**src/rtl/seg7_scan_driver_if.sv**
```systemverilog
// Bundle of the display-side signals of seg7_scan_driver.
//   master : the controller that loads glyph codes and masks, and sees the scan outputs
//   slave  : the scan driver itself
// Signals:
//   load        capture codes/blink_mask/blank_mask into the driver's shadow registers
//   codes       4 bits per digit; digit i at [4i+3:4i]
//   blink_mask  bit i set: digit i blinks
//   blank_mask  bit i set: digit i forced dark
//   an          anode enables, active-low, at most one bit low
//   seg         segments, active-low, bit 6 = A ... bit 0 = G
//   frame_done  one-cycle pulse after the scan wraps back to digit 0
interface seg7_scan_driver_if #(
  parameter int unsigned NUM_DIGITS = 4
) ();

  logic                    load;
  logic [4*NUM_DIGITS-1:0] codes;
  logic [NUM_DIGITS-1:0]   blink_mask;
  logic [NUM_DIGITS-1:0]   blank_mask;
  logic [NUM_DIGITS-1:0]   an;
  logic [6:0]              seg;
  logic                    frame_done;

  modport master (
    output load, codes, blink_mask, blank_mask,
    input  an, seg, frame_done
  );

  modport slave (
    input  load, codes, blink_mask, blank_mask,
    output an, seg, frame_done
  );

endinterface

```
**src/rtl/seg7_scan_driver.sv**
```systemverilog
// Multiplexed seven-segment scan driver with per-digit blink and blank.
// Ports:
//   clk    single system clock, rising edge
//   reset  synchronous, active-high
//   bus    seg7_scan_driver_if.slave: load/codes/blink_mask/blank_mask in,
//          an/seg/frame_done out (all outputs registered, one-cycle latency)
// Each digit is driven for REFRESH_DIV cycles; blinking digits go dark while
// blink_phase is 1, which toggles every BLINK_DIV cycles.
module seg7_scan_driver #(
  parameter int unsigned NUM_DIGITS  = 4,
  parameter int unsigned REFRESH_DIV = 100000,
  parameter int unsigned BLINK_DIV   = 25000000
) (
  input logic               clk,
  input logic               reset,
  seg7_scan_driver_if.slave bus
);

  localparam int unsigned RefW   = $clog2(REFRESH_DIV);
  localparam int unsigned BlinkW = $clog2(BLINK_DIV);
  localparam int unsigned IdxW   = (NUM_DIGITS > 1) ? $clog2(NUM_DIGITS) : 1;

  localparam logic [6:0] SegDark = 7'b1111111;

  // Glyph decode, active-low, bit 6 = A ... bit 0 = G.
  function automatic logic [6:0] decode_glyph(input logic [3:0] code);
    logic [6:0] s;
    case (code)
      4'd0:    s = 7'b0000001;
      4'd1:    s = 7'b1001111;
      4'd2:    s = 7'b0010010;
      4'd3:    s = 7'b0000110;
      4'd4:    s = 7'b1001100;
      4'd5:    s = 7'b0100100;
      4'd6:    s = 7'b0100000;
      4'd7:    s = 7'b0001111;
      4'd8:    s = 7'b0000000;
      4'd9:    s = 7'b0000100;
      4'd10:   s = 7'b0001001; // up
      4'd11:   s = 7'b1000001; // down
      4'd12:   s = 7'b1111110; // neutral dash
      default: s = SegDark;
    endcase
    return s;
  endfunction

  // Counters and scan position
  logic [RefW-1:0]   refresh_cnt_q, refresh_cnt_d;
  logic [BlinkW-1:0] blink_cnt_q, blink_cnt_d;
  logic [IdxW-1:0]   idx_q, idx_d;
  logic              blink_phase_q, blink_phase_d;

  // Shadow copies of the display inputs
  logic [4*NUM_DIGITS-1:0] shadow_codes_q, shadow_codes_d;
  logic [NUM_DIGITS-1:0]   shadow_blink_q, shadow_blink_d;
  logic [NUM_DIGITS-1:0]   shadow_blank_q, shadow_blank_d;

  // Registered outputs
  logic [NUM_DIGITS-1:0] an_q, an_d;
  logic [6:0]            seg_q, seg_d;
  logic                  frame_done_q, frame_done_d;

  // Decode helpers
  logic       refresh_wrap;
  logic       scan_wrap;
  logic       blink_wrap;
  logic [3:0] cur_code;
  logic       cur_blink;
  logic       cur_blank;

  always_comb begin
    refresh_wrap = (refresh_cnt_q == RefW'(REFRESH_DIV - 1));
    scan_wrap    = (idx_q == IdxW'(NUM_DIGITS - 1));
    blink_wrap   = (blink_cnt_q == BlinkW'(BLINK_DIV - 1));

    refresh_cnt_d = refresh_wrap ? '0 : refresh_cnt_q + 1'b1;
    blink_cnt_d   = blink_wrap ? '0 : blink_cnt_q + 1'b1;
    blink_phase_d = blink_wrap ? ~blink_phase_q : blink_phase_q;

    idx_d = idx_q;
    if (refresh_wrap) begin
      idx_d = scan_wrap ? '0 : idx_q + 1'b1;
    end

    // Outputs are built from the pre-edge scan index and shadow contents,
    // which gives the one-cycle output latency.
    cur_code  = 4'hF;
    cur_blink = 1'b0;
    cur_blank = 1'b0;
    an_d      = '1;
    for (int i = 0; i < int'(NUM_DIGITS); i++) begin
      if (idx_q == IdxW'(i)) begin
        cur_code  = shadow_codes_q[4*i +: 4];
        cur_blink = shadow_blink_q[i];
        cur_blank = shadow_blank_q[i];
        an_d[i]   = 1'b0;
      end
    end

    // Blank wins over blink; the anode still cycles for dark digits.
    if (cur_blank || (cur_blink && blink_phase_q)) begin
      seg_d = SegDark;
    end else begin
      seg_d = decode_glyph(cur_code);
    end

    frame_done_d = refresh_wrap && scan_wrap;

    shadow_codes_d = bus.load ? bus.codes      : shadow_codes_q;
    shadow_blink_d = bus.load ? bus.blink_mask : shadow_blink_q;
    shadow_blank_d = bus.load ? bus.blank_mask : shadow_blank_q;
  end

  always_ff @(posedge clk) begin
    if (reset) begin
      refresh_cnt_q  <= '0;
      blink_cnt_q    <= '0;
      idx_q          <= '0;
      blink_phase_q  <= 1'b0;
      shadow_codes_q <= '1;
      shadow_blink_q <= '0;
      shadow_blank_q <= '0;
      an_q           <= '1;
      seg_q          <= SegDark;
      frame_done_q   <= 1'b0;
    end else begin
      refresh_cnt_q  <= refresh_cnt_d;
      blink_cnt_q    <= blink_cnt_d;
      idx_q          <= idx_d;
      blink_phase_q  <= blink_phase_d;
      shadow_codes_q <= shadow_codes_d;
      shadow_blink_q <= shadow_blink_d;
      shadow_blank_q <= shadow_blank_d;
      an_q           <= an_d;
      seg_q          <= seg_d;
      frame_done_q   <= frame_done_d;
    end
  end

  assign bus.an         = an_q;
  assign bus.seg        = seg_q;
  assign bus.frame_done = frame_done_q;

endmodule

```
**src/flat_wrapper.sv**
```systemverilog
// flat-port wrapper written by rule: the top's interface ports become plain ports
module seg7_scan_driver_flat 
#(
  parameter int unsigned NUM_DIGITS  = 4,
  parameter int unsigned REFRESH_DIV = 100000,
  parameter int unsigned BLINK_DIV   = 25000000
)
  (clk, reset, bus_load, bus_codes, bus_blink_mask, bus_blank_mask, bus_an, bus_seg, bus_frame_done);
  seg7_scan_driver_if #(.NUM_DIGITS(NUM_DIGITS)) bus_i ();
  input logic clk;
  input logic reset;
  input wire logic [$bits(bus_i.load)-1:0] bus_load;
  input wire logic [$bits(bus_i.codes)-1:0] bus_codes;
  input wire logic [$bits(bus_i.blink_mask)-1:0] bus_blink_mask;
  input wire logic [$bits(bus_i.blank_mask)-1:0] bus_blank_mask;
  output wire logic [$bits(bus_i.an)-1:0] bus_an;
  output wire logic [$bits(bus_i.seg)-1:0] bus_seg;
  output wire logic [$bits(bus_i.frame_done)-1:0] bus_frame_done;
  assign bus_i.load = bus_load;
  assign bus_i.codes = bus_codes;
  assign bus_i.blink_mask = bus_blink_mask;
  assign bus_i.blank_mask = bus_blank_mask;
  assign bus_an = bus_i.an;
  assign bus_seg = bus_i.seg;
  assign bus_frame_done = bus_i.frame_done;
  seg7_scan_driver #(.NUM_DIGITS(NUM_DIGITS), .REFRESH_DIV(REFRESH_DIV), .BLINK_DIV(BLINK_DIV)) u_core (.clk(clk), .reset(reset), .bus(bus_i));
endmodule
```
**config.mk**
```make
export PLATFORM = sky130hd
export DESIGN_NAME = seg7_scan_driver_flat
export DESIGN_NICKNAME = d
export VERILOG_FILES = /design/src/rtl/seg7_scan_driver_if.sv /design/src/rtl/seg7_scan_driver.sv /design/src/flat_wrapper.sv
export SDC_FILE = /design/constraint.sdc
export NUM_CORES = 1
export LEC_CHECK = 0
export CORE_ASPECT_RATIO = 2
export CORE_MARGIN = 1
export CORE_UTILIZATION = 56
export CTS_CLUSTER_DIAMETER = 200
export CTS_CLUSTER_SIZE = 30
export DETAILED_ROUTE_END_ITERATION = 8
export PLACE_DENSITY = 0.87
export SLEW_MARGIN = 30
export SYNTH_ARGS = -nofsm -noshare
export SYNTH_HDL_FRONTEND = slang
export SYNTH_SLANG_ARGS = --single-unit
```
**constraint.sdc**
```tcl
create_clock -name clk -period 2.99 [get_ports clk]
set_input_delay 0.598 -clock clk [delete_from_list [all_inputs] [get_ports clk]]
set_output_delay 0.598 -clock clk [all_outputs]
set_load 0.01 [all_outputs]
```
==> Word level (Yosys, flattened, before mapping) <==
Memory sizes are Yosys's and may differ from the RTL's. A register that Yosys moved wholly into a read port is not among the register bits.
Cells that the tools add are included.
{ "classes": {"bitwise_logic": 1, "eq_ne": 5, "addsub": 3, "n_reduce_logical": 7, "n_mux": 17} }
{ "op_table": {"columns": ["cell", "n"], "rows": [
  ["$add A25 B1 Y25 const B", 1],
  ["$eq A25 B25 Y1 const B", 1],
  ["$add A17 B1 Y17 const B", 1],
  ["$eq A17 B17 Y1 const B", 1],
  ["$mux W4", 4],
  ["$mux W1", 12],
  ["$reduce_or A2 Y1", 3],
  ["$eq A2 B2 Y1 const B", 2],
  ["$add A2 B1 Y2 const B", 1],
  ["$eq A2 B1 Y1 const B", 1],
  ["$logic_and A1 B1 Y1", 2],
  ["$logic_not A2 Y1", 1],
  ["$mux W2", 1],
  ["$logic_or A1 B1 Y1", 1],
  ["$not A1 Y1", 1]
]} }
{ "totals": {"ff_bits": 74, "rom_bits": 112, "input_bits": 27, "output_inout_bits": 12, "memories": 1, "elab_cells": 43} }
{ "mem_list": {"columns": ["name", "words", "width", "rd", "rd_clocked_by_memory_dff", "wr", "line", "source"], "rows": [
  ["(no name shown)", 16, 7, 1, 1, 0, "seg7_scan_driver.sv:28", "case (code)"]
]} }

==> Longest topological paths before layout <==
Gate-level depths: netlist (run 1).
{ "depth": {"ltp_word": 8, "ltp_mapped": 10, "depth_no_buf": 10} }

==> Worst setup path before layout (run 1) <==
Ideal clock, no wire load.
{ "synth_path": {"kind": "reg-to-reg", "start": "reg u_core.idx_q[0]", "end": "reg u_core.seg_q[0] (netlist: u_core.bus.seg[0])", "path_buffers": 0, "t_required_ns": 2.839, "setup_slack_ns": 0.862, "path_stages_with_launch": 10, "setup_time_ns": 0.151, "arrival_time_ns": 1.977, "synth_period_minus_slack_ns": 2.128, "path_cell_list": "dfxtp_1 > inv_1 > ha_1 > inv_1 > o311a_1 > or2_2 > ha_1 > or2_2 > a21oi_1 > o21ai_1"} }
{ "synth_between": {"elab_chain_len": 8} }
{ "synth_lines": {"columns": ["item", "line", "source"], "rows": [
  ["from (decl)", "seg7_scan_driver.sv:50", "logic [IdxW-1:0] idx_q, idx_d;"],
  ["from (signal assigned)", "seg7_scan_driver.sv:129", "idx_q <= idx_d;"],
  ["$logic_not A2 Y1", "seg7_scan_driver.sv:92", "if (idx_q == IdxW'(i)) begin"],
  ["$mux W1 (4 in series)", "seg7_scan_driver.sv:92", null],
  ["$logic_and A1 B1 Y1", "seg7_scan_driver.sv:101", "if (cur_blank || (cur_blink && blink_phase_q)) begin"],
  ["$logic_or A1 B1 Y1", "seg7_scan_driver.sv:101", null],
  ["$reduce_or A2 Y1 (no line)", null, null],
  ["to (decl)", "seg7_scan_driver.sv:60", "logic [6:0] seg_q, seg_d;"]
]} }
Several ways; a longest one is shown, not always the timed one.
A chain may end at the register's enable or synchronous reset.

==> Final worst setup path (run 1) <==
{ "layout_path": {"start": "reg u_core.idx_q[0]", "end": "reg u_core.seg_q[2] (netlist: u_core.bus.seg[2])"} }
Same word-level chain as after synthesis.

==> results_dict.tcl, run 1 <==
set metrics [dict create \
    status "completed" \
    critPathKind "flip-flop to flip-flop" \
    synthSimpleGateAreaFrac_pct 26.9 \
    syn_to_final_growth_pct 20.9 \
    fin_ws_ps 553 \
    total_power_uw 2580 \
    min_to "u_core.refresh_cnt_q[0]" \
    ir_worst_vdd_mv 0.338 \
    synth_edf_count 0 \
    clock.fmax_mhz 410 \
    switching_share_pct 21.4 \
    nets 476 \
    synth.distinct_cells 47 \
    wl_met1_um 2820 \
    viasPerCell 5.62 \
    net-switching-power_uw 553 \
    synth-main-ff-cell "dfxtp_1" \
    regArea_um2 1620 \
    cp.required_ps 3200 \
    netlist_instances 402 \
    portBuffers 38 \
    cts_buffers 9 \
    post_cts_buffers 0 \
    synthTopCellsByArea "dfxtp_1, nor2_1, xor2_1" \
    die_h_um 116 \
    setup-tns-final_ps 0 \
    rsz0062_at_grt "false" \
    cts.sinks 81 \
    antenna_found_initial 0 \
    p_seq_share_pct 44.2 \
    io_pins 39 \
    finClkSkew_ps 7.04 \
    setup_viol 0 \
    met3_length_um 320 \
    dieArea_um2 6890 \
    drive_gt1_share_pct 7.47 \
    final-hold-violation-count 0 \
    dp_hpwl_um 5840 \
    wl_per_cell_um 15.6 \
    min-delay-path-class "flip-flop to flip-flop" \
    avgSynthCellArea_um2 9.12 \
    path_max_fanout 15 \
    yosys.area.top_type "dfxtp_1" \
    tritoncts "yes" \
    diodes 0 \
    max-cap-violations 0 \
    fillers 477 \
    grt.total_usage_pct 26.6 \
    rr_startpoint "u_core.idx_q[0]" \
    comb_power_share_pct 7.2 \
    yosysSeqAreaShare_pct 44.2 \
    yosys.area_share.xor_xnor_pct 9.32 \
    core_um2 6310 \
    arrival_ps 2650 \
    highest-signal-layer "met4" \
    grt_max_degree 41 \
    die_w_um 59.2 \
    period_share_pct 81.5 \
    yosysTopAreaCellShare_pct 44.2 \
    tightest_slew_ps 670 \
    startpoint_type "flip-flop" \
    powerDensity_nw_per_um2 583 \
    synth_top_family_by_area "simple AND/OR/NAND/NOR gates" \
    multi_input_comb_area_um2 1910 \
    clk_pin_slew_ps 60 \
    hold_buffers 0 \
    async_reset_ff_share_pct 0 \
    wl_um 8240 \
    dr.pass1.iters 5 \
    synth_adder_area_share_pct 4.10 \
    r2r_end "u_core.bus.seg[2]" \
    r2r_cells 8 \
    routed-wl-met2_um 4750 \
    grt_pass1_vias 2900 \
    yosys_warnings 0 \
    synth.area.mux_share_pct 3.35 \
    syn_area_um2 3660 \
    gp_congestion 0.989 \
    cts_root_buffer "clkbuf_16" \
    power_leakage_uw 0.00171 \
    ant_nets 0 \
    reg2reg_slack_ps 550 \
    holdPathStages 1 \
    clk-insertion-delay-late_ps 340 \
    finalMaxSlewViolations 0 \
    synth-compound-area-share_pct 8.47 \
    cts_max_path_buffers 2 \
    period_minus_slack_ps 2440 \
    ys_seq_elements 81 \
    p_int_uw 2030 \
    via_count 2966 \
    drt_iter0_markers 147 \
    maxSlewHeadroom_pct 55.0 \
    grt_pass1_wl_um 13400 \
    drc 0 \
    pwr-share-clk_pct 48.6 \
    synth_nets 441 \
    end_kind "flip-flop" \
    grt.overflow.total 0 \
    h-tree-depth 3 \
    ctsResizeCount 0 \
    hold_start "u_core.refresh_cnt_q[0]" \
    initial_utilization_pct 58.1 \
    dp_slack_ps 659 \
    rows 41 \
]
==> kinds of logic after synthesis <==
family / count (synthesis)
simple gates: 190
flops: 81
compound gates: 40
xor+xnor: 39
buf+inv: 28
mux: 12
fa+ha+maj: 12
==> worst max-delay path: stages (launching register included) <==
cell	delay, ps
dfxtp_1	390
ha_1	450
nor2_1	150
o311a_1	180
or2_2	350
inv_1	110
ha_1	210
mux2i_1	90
o211ai_1	360
==> flip-flops by register name (all words and copies together) (netlist names) <==
signal,flops
u_core.bus.seg,7
u_core.blink_phase_q,1
u_core.bus.an,4
u_core.bus.frame_done,1
u_core.refresh_cnt_q,17
u_core.shadow_blink_q,4
u_core.blink_cnt_q,25
u_core.shadow_codes_q,16
u_core.shadow_blank_q,4
u_core.idx_q,2
==> cells in the mapped netlist, drive strengths merged, types with 7 or more instances <==
library cell and instances:
dfxtp 81, nor2 64, xor2 26, nand2 24
nand3 19, nor2b 18, a211o 16, xnor2 13
ha 12, nor3 12, buf 11, nand4 11
inv 10, mux2i 10, and3 8, a21oi 7
clkbuf 7, nand2b 7, o21ai 7
==> cell usage in the layout, fill, tap and decap left out, types with 2 or more instances in the layout <==
cell type,n
dfxtp_1,81
nor2_1,64
clkdlybuf4s50_1,38
xor2_1,26
nand2_1,24
nand3_1,19
nor2b_1,18
a211o_1,16
xnor2_1,13
ha_1,12
nor3_1,11
nand4_1,11
inv_1,10
mux2i_1,10
clkbuf_16,9
and3_1,8
nand2b_1,7
a21oi_1,7
o21ai_0,6
or2_2,4
buf_4,4
o211ai_1,3
nor3b_1,3
nor4b_1,3
and4_1,3
bufinv_16,3
and4_4,2
and3b_1,2
and2_1,2
nor4_1,2
mux2_2,2
clkinvlp_4,2
==> stage by stage <==
| stage | cells | cell area [µm²] | util [%] | hold slack, ps |
|---|---|---|---|---|
| after floorplan | 402 | 3660 | - | 426 |
| after global placement | 512 | 4090 | 64.8 | 442 |
| after detailed placement | 512 | 4090 | 64.8 | 464 |
| after CTS | 528 | 4430 | 70.2 | 477 |
| after global routing | 528 | 4430 | 70.2 | 505 |
| final | 528 | 4430 | 70.2 | 469 |
==> per-layer routing <==
| layer | global-route usage [%] | vias to the layer above |
|---|---|---|
| met3 | 5.54 | 27 |
| met1 | 24.1 | 1402 |
| met2 | 50.9 | 92 |
| li1 | - | 1445 |
| met5 | 0 | - |
| met4 | 16.0 | 0 |
==> cell type report <==
type | instances | share of cell area (%)
Clock buffer | 9 | 5.08
Clock inverter | 7 | 2.68
Inverter | 10 | 0.847
Multi-Input combinational cell | 293 | 43.1
Sequential cell | 81 | 36.6
Tap cell | 86 | 2.43
Timing Repair Buffer | 42 | 9.26
==> power by group through the flow <==
stage	clock, µW	sequential, µW	combinational [µW]
detailed placement	0	1160	183
global placement	0	1160	178
CTS	1260	1140	186
global route	1300	1140	204
floorplan	0	1160	108
finish	1250	1140	187
==> worst max-delay path by stage <==
stage / start / endpoint / slack, ps / cells past startpoint
after floorplan: u_core.idx_q[0] / u_core.bus.seg[0] / 860 / 9
after global placement: u_core.idx_q[0] / u_core.bus.seg[0] / 750 / 8
after detailed placement: u_core.idx_q[0] / u_core.bus.seg[0] / 660 / 7
after CTS: u_core.idx_q[0] / u_core.bus.seg[0] / 640 / 7
after global routing: u_core.idx_q[0] / u_core.bus.seg[3] / 380 / 9
final: u_core.idx_q[0] / u_core.bus.seg[2] / 550 / 8
No activity file was read; power rests on OpenSTA's default activity.
==> run 2, diff against run 1 <==
==> constraint.sdc (replaced) <==
create_clock -name clk -period 2.5 [get_ports clk]
set_input_delay 0.5 -clock clk [delete_from_list [all_inputs] [get_ports clk]]
set_output_delay 0.5 -clock clk [all_outputs]
set_load 0.01 [all_outputs]
==> run 2 against run 1 <==
Against the previous run:
- first-iteration DRC count rose by 26%
- global-route usage rose by 0.62 points
- routed wire length rose by 3.0%
- maximum frequency rose by 4.1%
- sequential share of layout area rose by 0.15 points
- non-clock buffer count rose by 2
- via count rose by 0.81%
- clock power rose by 10%
- total power rose by 15%
- worst setup slack got worse by 390 ps
- critical path depth rose by 1
- combinational power rose by 19%
==> results_dict.tcl, run 2 (synthesis results as in run 1) <==
set metrics [dict create \
    grt.overflow.total 0 \
    setup_viol 0 \
    powerDensity_nw_per_um2 672 \
    status "completed" \
    power_leakage_uw 0.00171 \
    layout_commonest_cell "dfxtp_1" \
    cpLargestDelayFamily "simple AND/OR/NAND/NOR gates" \
    ctsResizeCount 0 \
    viasPerCell 5.65 \
    cts_buffers 9 \
    diodes 0 \
    cp_slowest_stage_delay_ps 370 \
    io_pins 39 \
    drt_iter0_markers 185 \
    h-tree-depth 3 \
    finClkSkew_ps 5.26 \
    core_um2 6310 \
    grt_max_degree 41 \
    syn_to_final_growth_pct 20.4 \
    initial_utilization_pct 58.1 \
    grt.total_usage_pct 27.2 \
    wl_per_cell_um 16.1 \
    dieArea_um2 6890 \
    path_max_fanout 4 \
    tritoncts "yes" \
    cts_root_buffer "clkbuf_16" \
    tightest_slew_ps 634 \
    startpoint_type "flip-flop" \
    final-hold-violation-count 0 \
    post-route-util_pct 69.9 \
    die_h_um 116 \
    clk-insertion-delay-late_ps 330 \
    min-delay-path-class "flip-flop to flip-flop" \
    arrival_ps 2570 \
    dr.pass1.iters 5 \
    regMostFlops "u_core.blink_cnt_q" \
    layout.cells.most_common_list "dfxtp_1, nor2_1, clkdlybuf4s50_1" \
    gp_congestion 0.849 \
    slowest_stage "o311a_1" \
    max-cap-violations 0 \
    top_regs "u_core.blink_cnt_q (25), u_core.refresh_cnt_q (17), u_core.shadow_codes_q (16)" \
    finalMaxSlewViolations 0 \
    hold_buffers 0 \
    timing.hold.ws_ps 464 \
    ir_worst_vdd_mv 0.494 \
    via_count 2990 \
    rows 41 \
    drc 0 \
    layout.cells.non_filler 529 \
    cts.sinks 81 \
    drive_gt1_share_pct 7.22 \
    portBuffers 38 \
    largest_reg_flops 25 \
    ant_nets 0 \
    setup-tns-final_ps 0 \
    end_kind "flip-flop" \
    clock.fmax_mhz 427 \
    dp_hpwl_um 6110 \
    die_w_um 59.2 \
    rsz0062_at_grt "false" \
    nets 478 \
    cts_max_path_buffers 2 \
    grt_pass1_vias 2998 \
    wl_um 8490 \
    clk_pin_slew_ps 60 \
    grt_pass1_wl_um 13800 \
    crit_chain "inv_1, ha_1, inv_1, o311a_1, or2_2, ha_1, or2_2, a21oi_1, o21ai_1" \
    period_minus_slack_ps 2340 \
    path_buf_inv 2 \
    critPathKind "flip-flop to flip-flop" \
    cp.required_ps 2730 \
    fillers 502 \
    regArea_um2 1620 \
    post_cts_buffers 0 \
    antenna_found_initial 0 \
    maxSlewHeadroom_pct 57.3 \
    period_share_pct 93.6 \
    dp_cells 514 \
    multi_input_comb_area_um2 1910 \
]
-- run 2: cell types whose count changed in the layout (fill, tap and decap cells not counted), sizes merged --
cell / change
buf: +2
bufinv: -1
clkbuf: +3
clkinv: -1
clkinvlp: -2
-- run 2: metal layers --
layer | part of all wire, % | up-vias | track usage, % | routed length, µm
li1 | - | 1445 | - | -
met1 | 35 | 1425 | 25.7 | 2990
met2 | 56 | 85 | 50.4 | 4770
met3 | 3.6 | 35 | 5.32 | 308
met4 | 5.1 | 0 | 18.3 | 429
met5 | 0 | - | 0 | 0
-- run 2: power breakdown --
part / total [µW] / leakage (µW) / internal [µW] / switching [µW]
Sequential: 1370 / 0.000662 / 1330 / 31.1
Combinational: 222 / 0.000899 / 118 / 104
Clock: 1380 / 0.000153 / 894 / 483
-- run 2: layout make-up --
| type | count | area share [%] |
|---|---|---|
| Multi-Input combinational cell | 293 | 43.3 |
| Sequential cell | 81 | 36.7 |
| Timing Repair Buffer | 44 | 9.64 |
| Clock buffer | 12 | 5.59 |
| Tap cell | 86 | 2.44 |
| Clock inverter | 3 | 1.47 |
| Inverter | 10 | 0.851 |
-- run 2: worst paths after layout --
kind	start	to	cells after the start	slack [ps]
max reg2reg	u_core.idx_q[0]	u_core.bus.seg[0]	9	160
min	u_core.refresh_cnt_q[0]	u_core.refresh_cnt_q[0]	1	460
max	u_core.idx_q[0]	u_core.bus.seg[0]	9	160
min reg2reg	u_core.refresh_cnt_q[0]	u_core.refresh_cnt_q[0]	1	460
-- run 2: per-stage QoR --
stage / instance area (µm²) / setup WS (ps) / total power, µW
2_1_floorplan: 3660 / 372 / 1510
3_3_place_gp: 4100 / 333 / 1600
3_5_place_dp: 4100 / 217 / 1610
4_1_cts: 4410 / 190 / 2990
5_1_grt: 4410 / 44.1 / 3070
6_report: 4410 / 159 / 2960
